===== config.mk =====
export PLATFORM = sky130hd
export DESIGN_NAME = mvm_result_collector
export DESIGN_NICKNAME = d
export VERILOG_FILES = /design/src/rtl/mm_pkg.sv /design/src/rtl/mm_sync_fifo.sv /design/src/rtl/mvm_result_collector.sv
export SDC_FILE = /design/constraint.sdc
export NUM_CORES = 1
export LEC_CHECK = 0
export ABC_AREA = 1
export BUFFER_PORTS_ARGS = -buffer_cell sky130_fd_sc_hd__buf_2
export CAP_MARGIN = 20
export CORE_ASPECT_RATIO = 1.4
export CORE_MARGIN = 4
export CORE_UTILIZATION = 40
export DETAILED_ROUTE_END_ITERATION = 8
export MAX_ROUTING_LAYER = met4
export SLEW_MARGIN = 20
export SYNTH_ARGS = -nofsm -noshare
export SYNTH_HDL_FRONTEND = slang
export SYNTH_HIERARCHICAL = 1
export SYNTH_SLANG_ARGS = --single-unit

===== constraint.sdc =====
create_clock -name clk -period 2.1 [get_ports clk]
set_input_delay 0.42 -clock clk [delete_from_list [all_inputs] [get_ports clk]]
set_output_delay 0.42 -clock clk [all_outputs]
set_load 0.005 [all_outputs]

===== src/rtl/mm_pkg.sv =====
// Shared types and the saturate/ReLU transform used by the matrix-vector multiplier datapath.
//   ACC_W   signed accumulator width of dot-product results
//   OUT_W   signed width of collected results
//   VEC_LEN results per output vector
package mm_pkg;

  localparam int unsigned ACC_W   = 16;
  localparam int unsigned OUT_W   = 8;
  localparam int unsigned VEC_LEN = 3;

  typedef logic signed [ACC_W-1:0] acc_t;
  typedef logic signed [OUT_W-1:0] res_t;

  // One buffered result: data plus end-of-vector tag
  typedef struct packed {
    logic last;
    res_t data;
  } fifo_entry_t;

  // Transform result: narrowed value and whether saturation clipped it
  typedef struct packed {
    res_t value;
    logic clipped;
  } sat_relu_t;

  localparam acc_t SAT_MAX = acc_t'((2 ** (int'(OUT_W) - 1)) - 1);
  localparam acc_t SAT_MIN = acc_t'(-(2 ** (int'(OUT_W) - 1)));

  // ReLU first, then clip into the OUT_W signed range; ReLU zeroing never counts as a clip
  function automatic sat_relu_t sat_relu(input acc_t x, input logic relu);
    acc_t      v;
    sat_relu_t r;
    v         = (relu && (x < 0)) ? '0 : x;
    r.value   = res_t'(v);
    r.clipped = 1'b0;
    if (v > SAT_MAX) begin
      r.value   = res_t'(SAT_MAX);
      r.clipped = 1'b1;
    end else if (v < SAT_MIN) begin
      r.value   = res_t'(SAT_MIN);
      r.clipped = 1'b1;
    end
    return r;
  endfunction

endpackage


===== src/rtl/mm_sync_fifo.sv =====
// Generic DEPTH x W register FIFO with occupancy count. Caller guarantees push only when
// not full and pop only when not empty. Storage is not reset; head is read combinationally.
//   clk, rst  clock, synchronous active-high reset
//   push      write wdata at the tail
//   pop       drop the head entry
//   wdata     tail write data
//   rdata     head data (mem[rd_ptr])
//   count     number of valid entries, 0..DEPTH
module mm_sync_fifo #(
  parameter int unsigned DEPTH = 4,
  parameter int unsigned W     = 9
) (
  input  logic                   clk,
  input  logic                   rst,
  input  logic                   push,
  input  logic                   pop,
  input  logic [W-1:0]           wdata,
  output logic [W-1:0]           rdata,
  output logic [$clog2(DEPTH):0] count
);

  localparam int unsigned PTR_W = $clog2(DEPTH);
  localparam int unsigned CNT_W = PTR_W + 1;

  logic [W-1:0]     mem [DEPTH];
  logic [PTR_W-1:0] wr_ptr;
  logic [PTR_W-1:0] rd_ptr;

  // Pointers wrap naturally since DEPTH is a power of two
  always_ff @(posedge clk) begin
    if (rst) begin
      wr_ptr <= '0;
      rd_ptr <= '0;
      count  <= '0;
    end else begin
      if (push) wr_ptr <= wr_ptr + PTR_W'(1);
      if (pop)  rd_ptr <= rd_ptr + PTR_W'(1);
      case ({push, pop})
        2'b10:   count <= count + CNT_W'(1);
        2'b01:   count <= count - CNT_W'(1);
        default: count <= count;
      endcase
    end
  end

  // Storage array, deliberately without reset
  always_ff @(posedge clk) begin
    if (push) mem[wr_ptr] <= wdata;
  end

  assign rdata = mem[rd_ptr];

endmodule


===== src/rtl/mvm_result_collector.sv =====
// Collects scalar dot-product results from the multiplier, applies optional ReLU and
// saturation, buffers them and tags the last element of every VEC_LEN-element vector.
//   clk, rst      clock, synchronous active-high reset
//   in_valid/in_data/in_ready   result handshake from the multiplier
//   relu_en       zero negative results, sampled per accepted beat
//   out_valid/out_data/out_last/out_ready   buffered result handshake to the sink
//   sat_flag      sticky clip indicator, cleared by clear_flag
//   vec_done_cnt  vectors fully delivered, wraps at 255
module mvm_result_collector
  import mm_pkg::*;
#(
  parameter int unsigned DEPTH = 4
) (
  input  logic             clk,
  input  logic             rst,
  input  logic             in_valid,
  input  logic [ACC_W-1:0] in_data,
  output logic             in_ready,
  input  logic             relu_en,
  output logic             out_valid,
  output logic [OUT_W-1:0] out_data,
  output logic             out_last,
  input  logic             out_ready,
  output logic             sat_flag,
  input  logic             clear_flag,
  output logic [7:0]       vec_done_cnt
);

  localparam int unsigned CNT_W = $clog2(DEPTH) + 1;
  localparam int unsigned IDX_W = (VEC_LEN > 1) ? $clog2(VEC_LEN) : 1;

  typedef enum logic {
    ST_EMPTY,
    ST_ACTIVE
  } state_t;

  state_t           state_q;
  state_t           state_d;
  logic [CNT_W-1:0] count;
  logic [IDX_W-1:0] elem_idx;
  logic             push;
  logic             pop;
  sat_relu_t        xf;
  fifo_entry_t      wr_entry;
  fifo_entry_t      rd_entry;

  assign push = in_valid & in_ready;
  assign pop  = out_valid & out_ready;

  // Transform and tag the incoming beat
  assign xf             = sat_relu(acc_t'(in_data), relu_en);
  assign wr_entry.data  = xf.value;
  assign wr_entry.last  = (elem_idx == IDX_W'(VEC_LEN - 1));

  mm_sync_fifo #(
    .DEPTH (DEPTH),
    .W     ($bits(fifo_entry_t))
  ) u_fifo (
    .clk   (clk),
    .rst   (rst),
    .push  (push),
    .pop   (pop),
    .wdata (wr_entry),
    .rdata (rd_entry),
    .count (count)
  );

  // Head data; last is masked while empty because storage is never reset
  assign out_data = rd_entry.data;
  assign out_last = rd_entry.last & out_valid;

  // Controller state register
  always_ff @(posedge clk) begin
    if (rst) state_q <= ST_EMPTY;
    else     state_q <= state_d;
  end

  // Controller next state and handshake decode; in_ready depends only on registered count
  always_comb begin
    state_d   = state_q;
    out_valid = (state_q == ST_ACTIVE);
    in_ready  = (count != CNT_W'(DEPTH));
    case (state_q)
      ST_EMPTY:  if (push) state_d = ST_ACTIVE;
      ST_ACTIVE: if (pop && !push && (count == CNT_W'(1))) state_d = ST_EMPTY;
      default:   state_d = ST_EMPTY;
    endcase
  end

  // Position of the next pushed element within its vector
  always_ff @(posedge clk) begin
    if (rst) begin
      elem_idx <= '0;
    end else if (push) begin
      if (elem_idx == IDX_W'(VEC_LEN - 1)) elem_idx <= '0;
      else                                 elem_idx <= elem_idx + IDX_W'(1);
    end
  end

  // Sticky clip flag; clear has priority over a same-cycle set
  always_ff @(posedge clk) begin
    if (rst)                     sat_flag <= 1'b0;
    else if (clear_flag)         sat_flag <= 1'b0;
    else if (push && xf.clipped) sat_flag <= 1'b1;
  end

  // Completed-vector counter
  always_ff @(posedge clk) begin
    if (rst)                  vec_done_cnt <= '0;
    else if (pop && out_last) vec_done_cnt <= vec_done_cnt + 8'd1;
  end

endmodule


### Yosys cells after proc, flatten, opt, wreduce, memory -nomap -nowiden

Memories as Yosys holds them, arrays and structs flattened. A register that Yosys moved wholly into a read port is not among the register bits.
Index checks and enable logic that the tools add are counted.

* bits in writable memories: 36
* register bits after elaboration: 19
* memories kept: 1
* input bits: 22
* output and inout bits: 20
* word-level logic and storage cells: 45

Memory list
* u_fifo.mem: words 4, bits a word 9, rd ports 1, clocked after Yosys merged registers in 1, write ports 1, line mm_sync_fifo.sv:25 `logic [W-1:0] mem [DEPTH];`

* reductions and logical operators: 8
* bitwise logic cells: 4
* $lt $le $gt $ge: 3
* equality and inequality tests: 5
* multiplexer cells: 11
* add/sub/neg operators: 6

Operators by type and width (number)
* $mux W9: 2
* $gt A16 B8 Y1 const B: 1
* $lt A16 B1 Y1 const B: 1
* $lt A16 B8 Y1 const B: 1
* $mux W16: 1
* $add A8 B1 Y8 const B: 1
* $add A2 B1 Y2 const B: 3
* $mux W2: 3
* $pmux W3 S2: 1
* $logic_and A1 B1 Y1: 5
* $eq A2 B2 Y1 const B: 2
* $add A3 B1 Y3 const B: 1
* $and A1 B1 Y1: 3
* $eq A3 B1 Y1 const B: 1
* $mux W1: 3
* $ne A3 B3 Y1 const B: 1
* $sub A3 B1 Y3 const B: 1
* $eq A2 B1 Y1 const B: 1
* $pmux W1 S2: 1
* $reduce_bool A2 Y1: 1
* $reduce_or A2 Y1: 1
* $logic_not A1 Y1: 1
* $not A1 Y1: 1

### Depth between registers and ports, before layout

Gate-level depths: netlist of the first run.

* word-level depth: 7
* depth in mapped cells: 13
* depth with buffers taken out: 12

### By module

The synthesis of the first run kept the hierarchy.

By module, submodules not included
* mm_sync_fifo: cells an instance 141, area each 1869.3 sq um, instances 1
* mvm_result_collector: cells an instance 111, area each 715.7 sq um, instances 1

### Worst setup path before layout of the first run

Ideal clock, no wire load.

* kind: register to register
* start point: reg u_fifo.count[0]
* end point: reg u_fifo.count[2]
* library setup time: 64 ps
* path buffers: 0
* arrival time: 1827 ps
* slack: 209 ps
* cell stages (with the launch flop): 13
* cell sequence: dfxtp_1 > nor2_1 > nand2_1 > nand2_1 > inv_1 > inv_1 > ha_1 > fa_1 > nand2_1 > nand2_1 > nor2_1 > nor2_1 > nor2_1

* longest elaborated chain between the ends: 4
* elaborated cells between the ends (all ways): 8
* classes of those cells: 2 x add/sub; 3 x eq/ne; 1 x mux; 1 x bitwise; 1 x reduce/logical

RTL lines
* start: declaration: line mm_sync_fifo.sv:19 `output logic [$clog2(DEPTH):0] count`
* start signal: assignment: line mm_sync_fifo.sv:39 `2'b10: count <= count + CNT_W'(1);`
* start signal: assignment: line mm_sync_fifo.sv:40 `2'b01: count <= count - CNT_W'(1);`
* start signal: assignment: line mm_sync_fifo.sv:41 `default: count <= count;`
* $ne A3 B3 Y1 *: line mvm_result_collector.sv:82 `in_ready = (count != CNT_W'(DEPTH));`
* named net in_ready: line mvm_result_collector.sv:18 `output logic in_ready,`
* $and A1 B1 Y1 *: line mvm_result_collector.sv:47 `assign push = in_valid & in_ready;`
* named net push: line mvm_result_collector.sv:41 `logic push;`
* $eq A2 B1 Y1 / $eq A2 B2 Y1 (equally long branches): line mm_sync_fifo.sv:38 `case ({push, pop})`
* $pmux W3 S2 / $reduce_bool A2 Y1 (equally long branches)

The timed path passes the listed nets; every way through them passes the cells marked *.
A chain may end at the register's enable or synchronous reset.

==> results.md, run 1 <==
* RSZ-0062 raised after global routing: false
* Switch share at 24.8%
* Max Cap Viol at 0
* Top Ports at 42
* Fin util at 49.1%
* Synth Instances at 252
* Final number of setup-violating endpoints at 0
* CTS tree: built
* Worst EP arrival at 1530 ps
* Final WL at 5100 um
* Core Area at 6250 um2
* Reg2Reg Depth at 12
* Total power at 2.54 mW
* Fin. max-slew vios at 0
* CP Class: flip-flop to output port
* Number of I/O port buffers at 41
* CTS Root Cell: clkbuf_8
* Gpl congestion at 0.742
* DR vias at 1,873
* Combinational power share at 11.2%
* Post-layout net count at 336
* Drt wl/cell at 13.3 um
* Diodes inserted at 0
* Post-cts gate resize count at 0
* Switching power total at 0.629 mW
* Syn_area_per_cell at 10.3 um2
* Power per standard cell area at 826 nW/um2
* Crit path launch type: flip-flop
* Worst VDD drop at 0.499 mV
* Fin Setup TNS at 0 ps
* Layout cells sized above 1 at 30.8%
* Vias in the first global route at 1,878
* Initial Util at 41.3%
* F_max at 0.514 GHz
* Int Pwr at 1.91 mW
* Worst slack at placement at 212 ps
* Final Cycle Share at 92.7%
* Leakage at 1.28 nW
* Worst-Margin Slew at 647 ps
* Ys Warns at 6
* Commonest non-fill, non-tap cell in the layout: buf_2
* TritonCTS buffer count at 9
* Net count after synthesis at 281
* CP Capture Type: output port
* Syn Std Cell Area at 2580 um2
* Largest net degree at the start of global routing at 17
* Post-DP HPWL at 3680 um
* Clock power frac at 37.8%
* Residual DRC count at 0
* Clk_lat worst skew at 340 ps
* CTS Buffer Depth at 2
* Final Hold Fails at 0
* Clock-pin slew on the worst setup and hold paths at 60 ps
* Post-synthesis sequential area ratio at 58.1%
* Clock sink count at 57
* Width of the die at 75.9 um
* Hold buffers post-CTS at 0
* Area delta synth->final at 18.7%
* Post-route ant nets at 0
* H-tree levels at 3
* FF+latch count, synth at 57
* Worst-path fanout max at 16
* Layout Cells excl Fill at 384
* Die Span Y at 103 um
* Remaining Overflow, GRT at 0
* Iter 0 DRT Violations at 53
* Postcts setup bufs at 0
* Hold Crit Class: input pin to flip-flop
* First-pass GRT wire length at 8440 um
* Hold Path Cell Cnt at 3
* DRT Pass-1 Iters at 4
* Skew final at 5.00 ps
* Slew headroom at 56.6%
* Yosys cell types at 29
* Flop pwr share at 51.0%
* Die Footprint at 7830 um2
* Outcome: completed
* Core Rows at 34
* Final min period at 1950 ps
* Inst Count DP at 368
* Vias per cell at 4.88
* Slack of the critical path at 153 ps
* GRT Total Usage at 14.6%
* Commonest non-fill, non-tap cells in the layout: buf_2, edfxtp_1, nand2_1
* Initial antenna violation count at 0
* Req. time, crit path at 1680 ps
-- path summary, 6_finish.rpt --
| kind | from | endpoint | slack, ps |
|---|---|---|---|
| min reg2reg | u_fifo/rd_ptr[1] | u_fifo/rd_ptr[1] | 440 |
| max reg2reg | u_fifo/count[1] | u_fifo/count[2] | 240 |
| min | clear_flag | sat_flag | 310 |
| max | flip-flop | out_data[4] | 150 |
-- worst max-delay path: stages (launching register included) --
cell and delay [ps]:
dfxtp_1 480, inv_8 40, buf_4 200, o21ai_0 240, o22ai_2 90, buf_2 130
-- per-stage QoR --
step	instance area [um2]	hold slack, ps
floorplan	2580	412
global placement	2880	427
detailed placement	2880	430
CTS	3070	303
global route	3070	318
finish	3070	314
-- Yosys cell counts --
cell | number | share of area [%]
nor2_1 | 33 | 4.8
o22ai_2 | 9 | 4.4
nor2_2 | 10 | 2.4
o21ai_2 | 2 | 0.68
nor2_4 | 2 | 0.87
o211a_1 | 1 | 0.39
a211oi_1 | 1 | 0.29
nand3_1 | 8 | 1.5
dfxtp_1 | 21 | 16
o21ai_0 | 28 | 5.4
nand3_2 | 2 | 0.77
o21ai_1 | 2 | 0.39
inv_1 | 28 | 4.1
a21oi_1 | 10 | 1.9
buf_12 | 1 | 0.77
buf_4 | 1 | 0.29
nor3_1 | 1 | 0.19
nand2_1 | 35 | 5.1
buf_6 | 2 | 0.87
inv_8 | 1 | 0.44
and3_1 | 1 | 0.24
nand2_2 | 4 | 0.97
nand4_1 | 3 | 0.73
edfxtp_1 | 36 | 42
inv_2 | 1 | 0.15
fa_1 | 1 | 0.77
ha_1 | 6 | 2.9
xor2_1 | 1 | 0.34
or2_2 | 1 | 0.24
-- cells by family after synthesis --
group                    count (synthesis)  share of synthesized area, %
AO/OA/AOI/OAI                           53                          13.5
XOR/XNOR                                 1                         0.339
adder cells (fa/ha/maj)                  7                          3.68
buffers and inverters                   34                          6.58
flip-flops                              57                          58.1
AND/OR/NAND/NOR                        100                          17.9
-- cell type report --
cell class                      instances  area [um2]
Fill cell                             597        3180
Sequential cell                        57        1500
Multi-Input combinational cell        161         913
Timing Repair Buffer                   48         258
Clock buffer                            9         124
Inverter                               30         120
Tap cell                               72        90.1
Clock inverter                          7        61.3
-- registers in the layout, summed over array words and instances, names as in the netlist, named ones only --
name,count
u_fifo/mem,36
vec_done_cnt,8
u_fifo/count,3
elem_idx,2
u_fifo/rd_ptr,2
u_fifo/wr_ptr,2
out_valid,1
sat_flag,1
-- routing by layer --
metal | part of all wire, % | up-vias | global-route usage [%] | wire length (um)
li1 | - | 963 | - | -
met1 | 40 | 862 | 14.4 | 2040
met2 | 53 | 37 | 25.9 | 2700
met3 | 4.4 | 11 | 3.93 | 223
met4 | 2.6 | 0 | 8.22 | 133
met5 | 0 | - | - | 0
-- power groups by stage --
stage	clock network (mW)	registers [mW]	logic, mW
2_1_floorplan	0	1.31	0.196
3_3_place_gp	0	1.32	0.283
3_5_place_dp	0	1.32	0.289
4_1_cts	0.990	1.29	0.290
5_1_grt	1.04	1.30	0.325
6_report	0.959	1.29	0.283
No activity file was read; power rests on OpenSTA's default activity.
==> run 2, diff against run 1 <==
--- a/config.mk
+++ b/config.mk
@@ -6,10 +6,10 @@
 export NUM_CORES = 1
 export LEC_CHECK = 0
 export ABC_AREA = 1
-export BUFFER_PORTS_ARGS = -buffer_cell sky130_fd_sc_hd__buf_2
+export BUFFER_PORTS_ARGS = -buffer_cell sky130_fd_sc_hd__clkbuf_2
 export CAP_MARGIN = 20
-export CORE_ASPECT_RATIO = 1.4
-export CORE_MARGIN = 4
+export CORE_ASPECT_RATIO = 1.75
+export CORE_MARGIN = 2
 export CORE_UTILIZATION = 40
 export DETAILED_ROUTE_END_ITERATION = 8
 export MAX_ROUTING_LAYER = met4
==> results.md, run 2 (synthesis results as in run 1) <==
* First-pass GRT wire length at 8380 um
* Top Ports at 42
* DRT Pass-1 Iters at 4
* Final WL at 5160 um
* Die Footprint at 7150 um2
* Met2 Resource Use GR at 30.4%
* Reg-to-reg critical path startpoint: u_fifo/count[0]
* CP Capture Type: output port
* R2R Setup Slk at 210 ps
* Fin Setup TNS at 0 ps
* Commonest non-fill, non-tap cells in the layout: clkbuf_2, edfxtp_1, nand2_1
* Crit path launch type: flip-flop
* Clock sink count at 57
* Leakage at 1.31 nW
* Reg-to-reg endpoint: u_fifo/count[2]
* Final Hold Fails at 0
* Residual DRC count at 0
* Postcts setup bufs at 0
* Worst-Margin Slew at 467 ps
* Post-cts gate resize count at 0
* Worst VDD drop at 0.574 mV
* CP Class: flip-flop to output port
* DR vias at 1,899
* Initial Util at 41.5%
* F_max at 0.512 GHz
* Vias per cell at 4.82
* Gpl congestion at 0.765
* Initial antenna violation count at 0
* Hold buffers post-CTS at 0
* GRT busiest layer: met2
* Post-layout net count at 338
* Inst Count DP at 378
* Largest net degree at the start of global routing at 15
* Outcome: completed
* Layout cells sized above 1 at 31.8%
* Number of I/O port buffers at 41
* Req. time, crit path at 1680 ps
* Max Cap Viol at 0
* Clk_lat worst skew at 320 ps
* Total power at 2.72 mW
* Power per standard cell area at 867 nW/um2
* Skew final at 4.02 ps
* Vias in the first global route at 1,875
* Hold Path Cell Cnt at 3
* Worst-path fanout max at 14
* Core Rows at 38
* GRT Total Usage at 16.5%
* Post-route ant nets at 0
* TritonCTS buffer count at 9
* Fin util at 50.4%
* Width of the die at 64.8 um
* Hold Path Origin: clear_flag
* Layout Cells excl Fill at 394
* Iter 0 DRT Violations at 85
* Reg with most FFs: u_fifo/mem
* Largest regs: u_fifo/mem x36, vec_done_cnt x8, u_fifo/count x3
* CTS Buffer Depth at 2
* Area delta synth->final at 21.4%
* Reg2Reg Depth at 12
* H-tree levels at 3
* Hold endpoint: sat_flag
* Final number of setup-violating endpoints at 0
* Core Area at 6230 um2
* Flip-flop count of the largest register after layout at 36
* Clock-pin slew on the worst setup and hold paths at 60 ps
* Fin. max-slew vios at 0
* Diodes inserted at 0
* Remaining Overflow, GRT at 0
* Worst hold slack at 325 ps
* CTS Root Cell: clkbuf_8
* Commonest non-fill, non-tap cell in the layout: clkbuf_2
* Grt met3 use at 2.54%
* Worst EP arrival at 1530 ps
* Slew headroom at 68.8%
* Hold Crit Class: input pin to flip-flop
* Final min period at 1950 ps
* Post-DP HPWL at 3710 um
* Final Cycle Share at 93.1%
* Drt wl/cell at 13.1 um
* Die Span Y at 110 um
* GR Util met1 at 15.7%
* CTS tree: built
==> run 2: cell count changes in the layout (fill, tap and decap cells not counted), sizes merged <==
| cell | delta |
|---|---|
| clkinv | -3 |
| clkbuf | +43 |
| bufinv | +1 |
| buf | -39 |
==> run 2: cell type report <==
class	instances	area, um2
sequential	57	1500
inverter	30	120
fill	587	3090
timing repair buffer	50	273
clock buffer	11	151
tap	80	100
multi-input combinational	161	913
clock inverter	5	77.6
==> run 2: worst max-delay path: stages (launching register included) <==
cell,delay (ps)
dfxtp_1,460
inv_8,60
buf_4,200
o21ai_0,260
o22ai_2,100
clkbuf_2,120
==> run 2: worst max path at each step <==
stage	cells past startpoint	startpoint	slack [ps]	end
after CTS	5	flip-flop	120	out_data[0]
after global placement	11	u_fifo/count[0]	240	u_fifo/count[2]
after floorplan	12	u_fifo/count[0]	210	u_fifo/count[2]
after global routing	12	u_fifo/count[0]	-40	u_fifo/count[2]
after detailed placement	12	u_fifo/count[0]	190	u_fifo/count[2]
final	5	flip-flop	150	out_data[0]
==> run 2: power breakdown <==
group | internal, mW | switching (mW) | total [mW]
clock network | 0.728 | 0.410 | 1.14
registers | 1.26 | 0.0348 | 1.30
logic | 0.116 | 0.174 | 0.290
==> run 2: per-layer routing <==
metal  wire length, um  up-vias
met3               162       10
met4               107        0
met1              1970      879
met5                 0        -
met2              2920       44
li1                  -      966
==> run 2: per-stage QoR <==
stage / cell area (um2) / setup WS (ps)
detailed placement: 2910 / 190
CTS: 3140 / 119
global route: 3140 / -35.4
finish: 3140 / 145
floorplan: 2580 / 209
global placement: 2910 / 243
==> run 3, diff against run 2 <==
--- a/config.mk
+++ b/config.mk
@@ -5,14 +5,12 @@
 export SDC_FILE = /design/constraint.sdc
 export NUM_CORES = 1
 export LEC_CHECK = 0
-export ABC_AREA = 1
 export BUFFER_PORTS_ARGS = -buffer_cell sky130_fd_sc_hd__clkbuf_2
 export CAP_MARGIN = 20
 export CORE_ASPECT_RATIO = 1.75
 export CORE_MARGIN = 2
 export CORE_UTILIZATION = 40
 export DETAILED_ROUTE_END_ITERATION = 8
-export MAX_ROUTING_LAYER = met4
 export SLEW_MARGIN = 20
 export SYNTH_ARGS = -nofsm -noshare
 export SYNTH_HDL_FRONTEND = slang
==> results.md, run 3 <==
* Final Hold Fails at 0
* Reg-to-reg endpoint: u_fifo/count[2]
* Number of I/O port buffers at 41
* Slowest-stage cell, CP: mux4_2
* DR vias at 1,488
* Top Ports at 42
* Die Footprint at 6620 um2
* CP top delay family: multiplexers
* Commonest cells post-synth: edfxtp_1, dfxtp_1, nor2_1, mux4_2, a21o_1
* Max Cap Viol at 0
* TritonCTS buffer count at 9
* Vias in the first global route at 1,532
* Int Pwr at 2.07 mW
* Ys Warns at 6
* Worst setup path end: out_data[4]
* Post-route ant nets at 0
* H-tree levels at 3
* CTS Root Cell: clkbuf_8
* Worst-Margin Slew at 745 ps
* Width of the die at 62.4 um
* Switch share at 22.2%
* Combinational power share at 10.8%
* Reg-to-reg critical path startpoint: u_fifo/count[2]
* GRT Total Usage at 14.7%
* Critical Path Max Stage Delay at 530 ps
* Outcome: completed
* Reg2Reg Depth at 9
* Core Area at 5830 um2
* Fillers at 559
* Power per standard cell area at 915 nW/um2
* F_max at 0.497 GHz
* Gpl congestion at 0.692
* RSZ-0062 raised after global routing: false
* Initial antenna violation count at 0
* Commonest non-fill, non-tap cell in the layout: clkbuf_2
* Grt met3 use at 4.66%
* Sequential cell area at 1510 um2
* Fin Setup TNS at 0 ps
* Crit path launch type: flip-flop
* CP Capture Type: output port
* CP Class: flip-flop to output port
* Net count after synthesis at 197
* Diodes inserted at 0
* Ys async rst share at 0%
* Synth top area share at 45.3%
* Iter 0 DRT Violations at 35
* R2R Setup Slk at 100 ps
* Largest regs: u_fifo/mem x36, vec_done_cnt x8, u_fifo/count x3
* GR Util met1 at 14.5%
* Post-synthesis sequential area ratio at 63.0%
* Initial Util at 40.9%
* Post-synth top area cell: edfxtp_1
* Leakage at 1.12 nW
* Worst VDD drop at 0.633 mV
* Synth Instances at 168
* Flip-flop count of the largest register after layout at 36
* Clock power frac at 39.9%
* FF+latch count, synth at 57
* GRT busiest layer: met2
* Final number of setup-violating endpoints at 0
* Commonest non-fill, non-tap cells in the layout: clkbuf_2, edfxtp_1, dfxtp_1
* Core Rows at 37
* Clk_lat worst skew at 320 ps
* Post-DP HPWL at 3060 um
* Hold Crit Class: input pin to flip-flop
* CTS Buffer Depth at 2
* Die Span Y at 106 um
* Switching power total at 0.590 mW
* Fin util at 49.8%
* Final WL at 4270 um
* Drt wl/cell at 14.1 um
* Fin. max-slew vios at 0
* Req. time, crit path at 1680 ps
* Largest net degree at the start of global routing at 22
* CP bufs+invs at 2
* Worst-path fanout max at 6
* Skew final at 6.72 ps
* Cell Chain, Critical Path: buf_4 -> mux4_2 -> clkbuf_2
* Slack of the critical path at 89.4 ps
* Met2 Resource Use GR at 26.7%
* Count leader, synth: edfxtp_1
* Yosys cell types at 35
* Vias per cell at 4.93
* Post-layout net count at 248
* Clock sink count at 57
* Area delta synth->final at 21.7%
* Final Cycle Share at 95.7%
* Critical path depth in cells at 3
* Flop pwr share at 49.3%
* Synth Flop Type: edfxtp_1
* CTS tree: built
* First-pass GRT wire length at 7160 um
* Area contributors post-synth: edfxtp_1, dfxtp_1, mux4_2
* DRT Pass-1 Iters at 3
* Syn_area_per_cell at 14.2 um2
* Reg with most FFs: u_fifo/mem
* EDFF count, synth at 36
* Slew headroom at 50.4%
* Worst slack at placement at 83.6 ps
* Clock-pin slew on the worst setup and hold paths at 60 ps
* Final min period at 2010 ps
* Area of the multi-input gates at 841 um2
* Remaining Overflow, GRT at 0
* Layout cells sized above 1 at 34.8%
* Residual DRC count at 0
* Syn Std Cell Area at 2380 um2
* Worst EP arrival at 1590 ps
-- run 3: power groups by stage --
stage / Combinational, mW / Clock (mW) / Sequential [mW]
floorplan: 0.188 / 0 / 1.32
global placement: 0.290 / 0 / 1.33
detailed placement: 0.292 / 0 / 1.33
CTS: 0.294 / 1.10 / 1.31
global route: 0.325 / 1.14 / 1.32
finish: 0.288 / 1.06 / 1.31
-- run 3: kinds of logic (layout without fill, tap and decap cells) --
family	after synthesis	count (layout)	share of synthesized area (%)
buffers and inverters	9	65	1.78
flip-flops	57	57	63.0
AO/OA/AOI/OAI	17	17	4.62
adder cells (fa/ha/maj)	7	7	3.99
XOR/XNOR	11	11	4.04
AND/OR/NAND/NOR	54	54	12.2
multiplexers	13	13	10.4
-- run 3: worst min-delay path by stage --
stage	startpoint	cells past startpoint	slack [ps]	end
detailed placement	sat_flag	2	440	sat_flag
global route	clear_flag	2	290	sat_flag
finish	clear_flag	2	300	sat_flag
CTS	clear_flag	2	280	sat_flag
floorplan	sat_flag	2	440	sat_flag
global placement	sat_flag	2	450	sat_flag
-- run 3: per-stage QoR --
stage	power (mW)	hold slack, ps	cells	instance area, um2
global route	2.79	286	302	2900
detailed placement	1.62	437	286	2690
finish	2.66	304	302	2900
global placement	1.62	446	286	2690
CTS	2.70	278	302	2900
floorplan	1.51	442	168	2380
-- run 3: area by class of cell --
cell class              count  share of cell area (%)
repair buffers             45                    8.10
clock inverters             7                    2.93
clock buffers               9                    4.27
well taps                  78                    3.36
multi-input cells         102                    29.0
inverters                   4                   0.517
flip-flops and latches     57                    51.9
-- run 3: timing repair --
action                                 in CTS  in global routing
setup endpoints to repair                   7                  1
cloned                                      0                  0
hold buffers                                0                  0
pin swaps                                   0                  1
endpoints found under the hold margin       0                  0
resized for setup                           1                  2
setup buffers                               0                  0
-- run 3: metal layers --
metal	vias to the layer above	share of wire, %	wire, um
met4	0	1.5	65
met5	-	0	0
li1	726	-	-
met3	5	4.0	171
met2	32	55	2360
met1	725	39	1670
